==> src/rtl/systolic_feeder_pkg.sv <==
// Shared constants for the systolic interpolator feeder: widths, priming depth,
// donext spacing limits and FSM state encodings.
package systolic_feeder_pkg;

    localparam int WORDLENGTH_DEF = 16;
    localparam int GAP_DEF        = 18;
    localparam int GAP_MIN        = 5;
    localparam int FIFO_DEPTH_DEF = 4;
    // Interpolator order: captures discarded while the wrapper delay line primes.
    localparam int FILL           = 8;

    typedef logic [2:0] state_t;

    localparam state_t ST_IDLE    = 3'd0;
    localparam state_t ST_LOAD    = 3'd1;
    localparam state_t ST_ISSUE   = 3'd2;
    localparam state_t ST_CAPTURE = 3'd3;
    localparam state_t ST_WAIT    = 3'd4;

    function automatic int fill_width(input int fill_n);
        return $clog2(fill_n + 1);
    endfunction

endpackage

==> src/rtl/systolic_feeder_if.sv <==
// Bundle of the feeder's sample input, wrapper-side and result output signals.
// master = feeder side, slave = environment (source, wrapper, sink).
interface systolic_feeder_if #(
    parameter int WORDLENGTH = 16
);
    logic [WORDLENGTH-1:0] in_word;
    logic                  in_valid;
    logic                  in_ready;
    logic [WORDLENGTH-1:0] inputword;
    logic                  donext;
    logic [WORDLENGTH-1:0] outputword;
    logic [WORDLENGTH-1:0] inputword_delayed;
    logic [WORDLENGTH-1:0] out_word;
    logic [WORDLENGTH-1:0] out_delayed;
    logic                  out_valid;
    logic                  out_ready;

    modport master (
        input  in_word, in_valid, outputword, inputword_delayed, out_ready,
        output in_ready, inputword, donext, out_word, out_delayed, out_valid
    );

    modport slave (
        output in_word, in_valid, outputword, inputword_delayed, out_ready,
        input  in_ready, inputword, donext, out_word, out_delayed, out_valid
    );
endinterface

==> src/rtl/systolic_feeder_sample_fifo.sv <==
// Small synchronous sample FIFO with show-ahead head output; pointers carry
// an extra wrap bit so full and empty are distinguishable.
module systolic_feeder_sample_fifo #(
    parameter int WIDTH = 16,
    parameter int DEPTH = 4
) (
    input  logic             clk,
    input  logic             rst_n,
    input  logic             push,
    input  logic [WIDTH-1:0] wdata,
    input  logic             pop,
    output logic [WIDTH-1:0] head,
    output logic             full,
    output logic             empty
);
    localparam int AW = $clog2(DEPTH);

    logic [WIDTH-1:0] mem_q [DEPTH];
    logic [AW:0]      wr_ptr_q, wr_ptr_d;
    logic [AW:0]      rd_ptr_q, rd_ptr_d;
    logic             do_push;
    logic             do_pop;

    assign empty   = (wr_ptr_q == rd_ptr_q);
    assign full    = (wr_ptr_q[AW] != rd_ptr_q[AW]) &&
                     (wr_ptr_q[AW-1:0] == rd_ptr_q[AW-1:0]);
    assign do_push = push && !full;
    assign do_pop  = pop && !empty;
    assign head    = mem_q[rd_ptr_q[AW-1:0]];

    always_comb begin
        wr_ptr_d = wr_ptr_q + (AW+1)'(do_push);
        rd_ptr_d = rd_ptr_q + (AW+1)'(do_pop);
    end

    always_ff @(posedge clk or negedge rst_n) begin
        if (!rst_n) begin
            wr_ptr_q <= '0;
            rd_ptr_q <= '0;
        end else begin
            wr_ptr_q <= wr_ptr_d;
            rd_ptr_q <= rd_ptr_d;
        end
    end

    // Storage needs no reset: pointers alone define what is valid.
    always_ff @(posedge clk) begin
        if (do_push) begin
            mem_q[wr_ptr_q[AW-1:0]] <= wdata;
        end
    end
endmodule

==> src/rtl/systolic_feeder.sv <==
// Feeds buffered samples to the Chebyshev systolic interpolator one per donext
// strobe, spaced GAP clocks apart, and forwards its results once primed.
module systolic_feeder
    import systolic_feeder_pkg::*;
#(
    parameter int WORDLENGTH = WORDLENGTH_DEF,
    parameter int GAP        = GAP_DEF,
    parameter int FIFO_DEPTH = FIFO_DEPTH_DEF,
    parameter int FILL_N     = FILL
) (
    input  logic             clk30x,
    input  logic             reset_n,
    systolic_feeder_if.master bus
);
    localparam int         FW       = fill_width(FILL_N);
    localparam logic [7:0] GAP_LOAD = 8'(GAP - 4);

    state_t                state_q, state_d;
    logic [WORDLENGTH-1:0] inputword_q, inputword_d;
    logic                  donext_q, donext_d;
    logic [WORDLENGTH-1:0] out_word_q, out_word_d;
    logic [WORDLENGTH-1:0] out_delayed_q, out_delayed_d;
    logic                  out_valid_q, out_valid_d;
    logic [FW-1:0]         fill_q, fill_d;
    logic [7:0]            gap_q, gap_d;

    logic                  fifo_push;
    logic                  fifo_pop;
    logic                  fifo_full;
    logic                  fifo_empty;
    logic [WORDLENGTH-1:0] fifo_head;
    logic                  out_free;

    assign fifo_push = bus.in_valid && !fifo_full;
    // Output slot is free if empty now or being drained this very cycle.
    assign out_free  = !out_valid_q || bus.out_ready;

    systolic_feeder_sample_fifo #(
        .WIDTH (WORDLENGTH),
        .DEPTH (FIFO_DEPTH)
    ) u_sample_fifo (
        .clk   (clk30x),
        .rst_n (reset_n),
        .push  (fifo_push),
        .wdata (bus.in_word),
        .pop   (fifo_pop),
        .head  (fifo_head),
        .full  (fifo_full),
        .empty (fifo_empty)
    );

    always_comb begin
        state_d       = state_q;
        inputword_d   = inputword_q;
        donext_d      = 1'b0;
        out_word_d    = out_word_q;
        out_delayed_d = out_delayed_q;
        out_valid_d   = out_valid_q;
        fill_d        = fill_q;
        gap_d         = gap_q;
        fifo_pop      = 1'b0;

        if (out_valid_q && bus.out_ready) begin
            out_valid_d = 1'b0;
        end

        unique case (state_q)
            ST_IDLE: begin
                if (!fifo_empty && out_free) begin
                    state_d = ST_LOAD;
                end
            end
            ST_LOAD: begin
                inputword_d = fifo_head;
                fifo_pop    = 1'b1;
                donext_d    = 1'b1;
                state_d     = ST_ISSUE;
            end
            ST_ISSUE: begin
                state_d = ST_CAPTURE;
            end
            ST_CAPTURE: begin
                if (fill_q < FW'(FILL_N)) begin
                    fill_d = fill_q + 1'b1;
                end else begin
                    out_word_d    = bus.outputword;
                    out_delayed_d = bus.inputword_delayed;
                    out_valid_d   = 1'b1;
                end
                gap_d   = GAP_LOAD;
                state_d = (GAP_LOAD == 8'd0) ? ST_IDLE : ST_WAIT;
            end
            ST_WAIT: begin
                gap_d = gap_q - 8'd1;
                if (gap_q <= 8'd1) begin
                    state_d = ST_IDLE;
                end
            end
            default: begin
                state_d = ST_IDLE;
            end
        endcase
    end

    always_ff @(posedge clk30x or negedge reset_n) begin
        if (!reset_n) begin
            state_q       <= ST_IDLE;
            inputword_q   <= '0;
            donext_q      <= 1'b0;
            out_word_q    <= '0;
            out_delayed_q <= '0;
            out_valid_q   <= 1'b0;
            fill_q        <= '0;
            gap_q         <= '0;
        end else begin
            state_q       <= state_d;
            inputword_q   <= inputword_d;
            donext_q      <= donext_d;
            out_word_q    <= out_word_d;
            out_delayed_q <= out_delayed_d;
            out_valid_q   <= out_valid_d;
            fill_q        <= fill_d;
            gap_q         <= gap_d;
        end
    end

    assign bus.in_ready    = !fifo_full;
    assign bus.inputword   = inputword_q;
    assign bus.donext      = donext_q;
    assign bus.out_word    = out_word_q;
    assign bus.out_delayed = out_delayed_q;
    assign bus.out_valid   = out_valid_q;
endmodule

==> src/flat_wrapper.sv <==
// flat-port wrapper written by rule: the top's interface ports become plain ports
module systolic_feeder_flat import systolic_feeder_pkg::*;
#(
    parameter int WORDLENGTH = WORDLENGTH_DEF,
    parameter int GAP        = GAP_DEF,
    parameter int FIFO_DEPTH = FIFO_DEPTH_DEF,
    parameter int FILL_N     = FILL
)
  (clk30x, reset_n, bus_in_word, bus_in_valid, bus_outputword, bus_inputword_delayed, bus_out_ready, bus_in_ready, bus_inputword, bus_donext, bus_out_word, bus_out_delayed, bus_out_valid);
  systolic_feeder_if #(.WORDLENGTH(WORDLENGTH)) bus_i ();
  input  logic clk30x;
  input  logic reset_n;
  input wire logic [$bits(bus_i.in_word)-1:0] bus_in_word;
  input wire logic [$bits(bus_i.in_valid)-1:0] bus_in_valid;
  input wire logic [$bits(bus_i.outputword)-1:0] bus_outputword;
  input wire logic [$bits(bus_i.inputword_delayed)-1:0] bus_inputword_delayed;
  input wire logic [$bits(bus_i.out_ready)-1:0] bus_out_ready;
  output wire logic [$bits(bus_i.in_ready)-1:0] bus_in_ready;
  output wire logic [$bits(bus_i.inputword)-1:0] bus_inputword;
  output wire logic [$bits(bus_i.donext)-1:0] bus_donext;
  output wire logic [$bits(bus_i.out_word)-1:0] bus_out_word;
  output wire logic [$bits(bus_i.out_delayed)-1:0] bus_out_delayed;
  output wire logic [$bits(bus_i.out_valid)-1:0] bus_out_valid;
  assign bus_i.in_word = bus_in_word;
  assign bus_i.in_valid = bus_in_valid;
  assign bus_i.outputword = bus_outputword;
  assign bus_i.inputword_delayed = bus_inputword_delayed;
  assign bus_i.out_ready = bus_out_ready;
  assign bus_in_ready = bus_i.in_ready;
  assign bus_inputword = bus_i.inputword;
  assign bus_donext = bus_i.donext;
  assign bus_out_word = bus_i.out_word;
  assign bus_out_delayed = bus_i.out_delayed;
  assign bus_out_valid = bus_i.out_valid;
  systolic_feeder #(.WORDLENGTH(WORDLENGTH), .GAP(GAP), .FIFO_DEPTH(FIFO_DEPTH), .FILL_N(FILL_N)) u_core (.clk30x(clk30x), .reset_n(reset_n), .bus(bus_i));
endmodule
==> config.mk <==
export PLATFORM = sky130hd
export DESIGN_NAME = systolic_feeder_flat
export DESIGN_NICKNAME = d
export VERILOG_FILES = /design/src/rtl/systolic_feeder_pkg.sv /design/src/rtl/systolic_feeder_if.sv /design/src/rtl/systolic_feeder_sample_fifo.sv /design/src/rtl/systolic_feeder.sv /design/src/flat_wrapper.sv
export SDC_FILE = /design/constraint.sdc
export NUM_CORES = 1
export LEC_CHECK = 0
export ABC_AREA = 1
export CAP_MARGIN = 20
export CORE_ASPECT_RATIO = 0.6
export CORE_MARGIN = 2
export CORE_UTILIZATION = 47
export CTS_CLUSTER_DIAMETER = 60
export DETAILED_ROUTE_END_ITERATION = 7
export PLACE_DENSITY_LB_ADDON = 0.05
export SKIP_LAST_GASP = 1
export SLEW_MARGIN = 20
export SYNTH_ARGS = -nofsm -noshare
export SYNTH_HDL_FRONTEND = slang
export SYNTH_SLANG_ARGS = --single-unit
export TNS_END_PERCENT = 1
==> constraint.sdc <==
create_clock -name clk30x -period 2.4 [get_ports clk30x]
set_clock_uncertainty 0.2 [all_clocks]
set_input_delay 0.48 -clock clk30x [delete_from_list [all_inputs] [get_ports clk30x]]
set_output_delay 0.48 -clock clk30x [all_outputs]
set_load 0.01 [all_outputs]
After elaboration in Yosys (flattened, before gate mapping)
Memories as Yosys holds them, arrays and structs flattened. A register that Yosys moved wholly into a read port is not among the register bits. Index checks and enable logic that the tools add are counted.

Flip-flop bits (word level): 55. Bits in writable memories: 64. Bits of input ports: 52. Logic and storage cells: 52. Memories: 1.

Memories: u_core.u_sample_fifo.mem_q (words 4, width 16, read ports 1, clocked after memory_dff 1, write ports 1, line systolic_feeder_sample_fifo.sv:18) `logic [WIDTH-1:0] mem_q [DEPTH];`.

Add/sub/neg operators: 4. Magnitude comparators: 2. Equal/unequal tests: 9. Muxes and demuxes: 10. Bitwise operators: 1. Reduce and logical (&&, ||, !) cells: 16.

Operators by type and width (count): 8-bit case mux with 2 select lines (1); 3-bit case mux with 5 select lines (1); 8-bit by 1-bit less-or-equal comparator with 1-bit output, second input constant (1); 8-bit by 1-bit subtractor with 8-bit output, second input constant (1); 3-bit by 1-bit adder with 3-bit output (2); 3-bit by 2-bit == test with 1-bit output, second input constant (2); 1-bit logical AND (6); 1-bit two-way mux (6); 3-bit two-way mux (2); 2-bit AND reduction (3); 4-bit by 1-bit adder with 4-bit output, second input constant (1); 1-bit zero test (4); 4-bit < comparator, second input constant (1); 2-bit by 1-bit != test with 1-bit output, second input constant (2); 3-bit by 1-bit == test with 1-bit output, second input constant (1); 3-bit == test (1); 3-bit == test, second input constant (1); 3-bit zero test (1); 2-bit == test (1); 2-bit nonzero test (1); 1-bit logical OR (1); 1-bit != test (1); 1-bit NOT (1).

Longest topological paths before layout
Depth in word-level cells: 7. Gate-level depth with buffers: 10.

Modules after synthesis
From an unflattened synthesis, not the netlist that was laid out.

Cells, all modules: 514. Area total of the unflattened synthesis: 5422.7 um^2.

By module, submodules not included: systolic_feeder (times used 1, cells each 320, area an instance 2723.9 um^2); systolic_feeder_sample_fifo (times used 1, cells each 194, area an instance 2698.8 um^2).

Least setup slack after synthesis
No wires, ideal clock.

Path type: register to register. From: register u_core.u_sample_fifo.rd_ptr_q[0]. To: memory u_core.u_sample_fifo.mem_q[0][0], enable pin. Library setup time: 0.388 ns. Arrival: 1.725 ns. Setup slack: 0.086 ns. Stages on the path, launching flop included: 8. Buffers on the path: 1. Clock period less this slack: 2.314 ns. Path through: dfrtp_1 -> clkbuf_1 -> inv_1 -> nand2_1 -> nand2_1 -> nand4_1 -> nand2_1 -> nor2_1.

Cells in the longest elaborated chain, start to end: 7.

Ends and longest elaborated chain: start: declaration (line systolic_feeder_sample_fifo.sv:20) `logic [AW:0] rd_ptr_q, rd_ptr_d;`; start signal: assignment (line systolic_feeder_sample_fifo.sv:42) `rd_ptr_q <= rd_ptr_d;`; 2-bit == test (*) (line systolic_feeder_sample_fifo.sv:26) `(wr_ptr_q[AW-1:0] == rd_ptr_q[AW-1:0]);`; 1-bit logical AND (*) (line systolic_feeder_sample_fifo.sv:25) `assign full = (wr_ptr_q[AW] != rd_ptr_q[AW]) &&`; 1-bit zero test (*); via bus_in_ready (line flat_wrapper.sv:18) `output wire logic [$bits(bus_i.in_ready)-1:0] bus_in_ready;`; 1-bit logical AND (line systolic_feeder.sv:34) `assign fifo_push = bus.in_valid && !fifo_full;`; 1-bit logical AND (*) (line systolic_feeder_sample_fifo.sv:27) `assign do_push = push && !full;`; 1-bit two-way mux (*) (line systolic_feeder_sample_fifo.sv:48) `if (do_push) begin`; 1-bit two-way mux (not written as such) (*) (line systolic_feeder_sample_fifo.sv:49) `mem_q[wr_ptr_q[AW-1:0]] <= wdata;`; end: declaration (line systolic_feeder_sample_fifo.sv:18).

The timed path passes the listed nets; every way through them passes the cells marked *.

Final worst setup path
From: register u_core.u_sample_fifo.wr_ptr_q[0]. To: output bus_in_ready.

Cells in the longest elaborated chain, start to end: 3.

Ends and longest elaborated chain: start: declaration (line systolic_feeder_sample_fifo.sv:19) `logic [AW:0] wr_ptr_q, wr_ptr_d;`; start signal: assignment (line systolic_feeder_sample_fifo.sv:41) `wr_ptr_q <= wr_ptr_d;`; 2-bit == test (line systolic_feeder_sample_fifo.sv:26); 1-bit logical AND (line systolic_feeder_sample_fifo.sv:25); 1-bit zero test (line systolic_feeder.sv:127) `assign bus.in_ready = !fifo_full;`; end: declaration (line flat_wrapper.sv:18).

No other way between the ends.

==> qor.csv <==
metric,value,unit
outcome,"finished, final reports clean",
wire length on met3,516,um
Final nets,669,
max-slew violations,0,
Period minus WS final,2.17,ns
Routed Antenna Nets,0,
share of post-route cells with drive strength above 1,0.0819,
Synth area leader,edfxtp_1,
Mapped Area,5340,um2
power density over the cells,1340,nW/um2
worst setup path class,flop to output port,
Sequential Area,3700,um2
DR iter-0 viols,231,
CP required,1.72,ns
placed wire-length estimate,7.44,mm
"delay-heaviest family, CP",buffers and inverters,
Worst-path clk slew,0.06,ns
CTS tree,yes,
Num CTS Buffers,17,
DR pass1 iterations,4,
Worst-Margin Slew,0.457,ns
RSZ-0062 raised after global routing,no,
CP Cell Sequence,inv_1 -> nand2_1 -> nand2_1 -> nand4_1 -> dlygate4sd2_1,
DRC viols,0,
Synth Net Count,555,
Avg Inst Size Synth,10.8,um2
total congestion overflow,0,
Synth top area share,0.360,
Worst Setup Start Kind,flop,
post-DR wirelength/cell,14.8,um
Ys Warns,0,
GR Util All Layers,0.201,
clk root buf,clkbuf_16,
Worst EP arrival,1.49,ns
post-DR vias/cell,4.96,
CORE AREA,11200,um2
Die Area,12300,um2
Mapped Cells,496,
fin crit share,0.905,
Slew HR,0.695,
Clock Latency Late Sink,0.41,ns
fillers,851,
P_leak,3.05,nW
vias in the first global route,3806,
H-tree levels,4,
Hold WC Path Type,flop to flop,
slowest stage cell on the critical path,dfrtp_1,
final-report hold violation count,0,
Multi-input gate area,1410,um2
PortBufs,102,
Diodes inserted,0,
Starting Density,0.477,
Tot Pwr,9.75,mW
Sink Count,135,
WP buf/inv,2,
"top cells by area, synth","edfxtp_1, dfrtp_1, nand2_1, o21ai_0, nand3_1",
initial antenna violation count,0,
Netlist cell types,19,
area grow syn2layout,35.9,%
Die X,142,um
uppermost layer routed,met4,
Seq cells post-synth,135,
maximum VDD drop,0.000611,V
Crit. End Element,output port,
final setup vio count,0,
CP max stage delay,0.41,ns
first-pass GRT wire length,18.9,mm
io pins,103,
routed vias,3803,
worst-case clock buffer depth,2,
Metal-1 WL,5.79,mm
largest net degree at the start of global routing,46,
CP Max Fanout,5,
GPL Wtd Cong,0.791,
total of max-cap violations,0,
WL met2,4.95,mm
Fmax achieved,0.461,GHz
Setup TNS Final,0,ns
Routed WL,11.4,mm
most frequent CP cell,nand2_1,
row cnt,30,
"Seq/Total Area, Yosys",0.693,
Die Ht,86.6,um
## worst reg2reg max path: cells and delay by family (launching register included)
family	cells	cell delay [ns]
buffers and inverters	2	0.16
adders and majority gates	2	0.36
xor gates and xnor gates	1	0.13
DFF	1	0.41
and+or+nand+nor	4	0.45
## path summary, 6_finish.rpt
kind | start | to | slack, ns | depth (start not counted)
max in group asynchronous | reset_n | u_core.u_sample_fifo.wr_ptr_q[1] | 1.09 | 3
min in group asynchronous | reset_n | u_core.bus.out_delayed[0] | 0.33 | 2
worst max-delay path | u_core.u_sample_fifo.wr_ptr_q[0] | bus_in_ready | 0.23 | 5
worst min-delay path | u_core.state_q[0] | u_core.state_q[1] | 0.24 | 1
worst max register to register | u_core.u_sample_fifo.wr_ptr_q[0] | u_core.u_sample_fifo.wr_ptr_q[2] | 0.56 | 9
worst min register to register | u_core.state_q[0] | u_core.state_q[1] | 0.24 | 1
## stage by stage
| step | area [um2] | hold slack, ns | setup slack (ns) | instances | util |
|---|---|---|---|---|---|
| floorplan | 5340 | -0.0156 | 0.0862 | 496 | - |
| global placement | 6580 | 0.226 | 0.420 | 734 | 0.588 |
| detailed placement | 6580 | 0.233 | 0.388 | 734 | 0.588 |
| CTS | 7260 | 0.248 | 0.175 | 767 | 0.649 |
| global route | 7260 | 0.253 | 0.0646 | 767 | 0.649 |
| finish | 7260 | 0.243 | 0.229 | 767 | 0.649 |
## power breakdown
group          switching (mW)  internal, mW
clock network           0.994          1.96
logic                    1.78          1.41
registers               0.383          3.23
## cells in the mapped netlist (all sizes together)
cell type / number
edfxtp: 64
dfrtp: 71
a21oi: 6
o22ai: 16
nand2: 115
ha: 7
nand4: 1
xnor2: 2
inv: 39
xor2: 2
o21ai: 53
nor2: 49
clkbuf: 17
nand3: 42
nor3: 6
buf: 6
## metal layers
layer / track usage / vias up
li1: - / 1892
met1: 0.299 / 1821
met2: 0.288 / 76
met3: 0.0558 / 14
met4: 0.0645 / 0
met5: 0 / -
## repair_timing
action | in CTS | in global routing
endpoints found under the setup margin | 1 | 0
resized for setup | 1 | 0
hold buffers | 1 | 0
endpoints found under the hold margin | 26 | 0
buffers inserted | 0 | 0
## placed cells by master (no fill, tap or decap)
master,n
buf_4,15
o22ai_1,16
inv_6,4
clkbuf_16,17
bufinv_16,6
dlygate4sd2_1,1
nand4_1,1
o21ai_0,53
nor3_1,3
clkinv_1,1
nor3_4,2
clkdlybuf4s50_1,100
nor2_1,49
buf_12,1
ha_1,7
clkinvlp_4,2
nand2_1,115
clkinv_4,1
dlygate4sd3_1,1
xor2_1,2
dfrtp_1,71
xnor2_1,2
nor3_2,1
edfxtp_1,64
a21oi_1,6
nand3_1,42
clkinv_2,1
inv_2,1
inv_1,38
## final cells by class
cell class                 count  share of cell area
clock buffer                  17              0.0586
inverter                      39              0.0202
clock inverter                15              0.0341
tap                          144              0.0248
multi-input combinational    299               0.194
timing repair buffer         118               0.159
sequential                   135               0.510
## flip-flops by register name, summed over array words and instances, names as in the netlist
signal                         count
u_core.gap_q                       8
u_core.u_sample_fifo.wr_ptr_q      3
u_core.bus.out_valid               1
u_core.state_q                     3
u_core.bus.out_delayed            16
u_core.bus.donext                  1
u_core.u_sample_fifo.rd_ptr_q      3
u_core.fill_q                      4
u_core.bus.inputword              16
u_core.u_sample_fifo.mem_q        64
u_core.bus.out_word               16
## logic make-up (layout without fill, tap and decap cells)
group	after synthesis	after routing	share of synthesized area
and+or+nand+nor	213	213	0.165
DFF	135	135	0.693
AOI/OAI and AO/OA	75	75	0.0740
buffers and inverters	62	189	0.0450
adders and majority gates	7	7	0.0164
xor gates and xnor gates	4	4	0.00656
(Power assumes the default switching activity.)
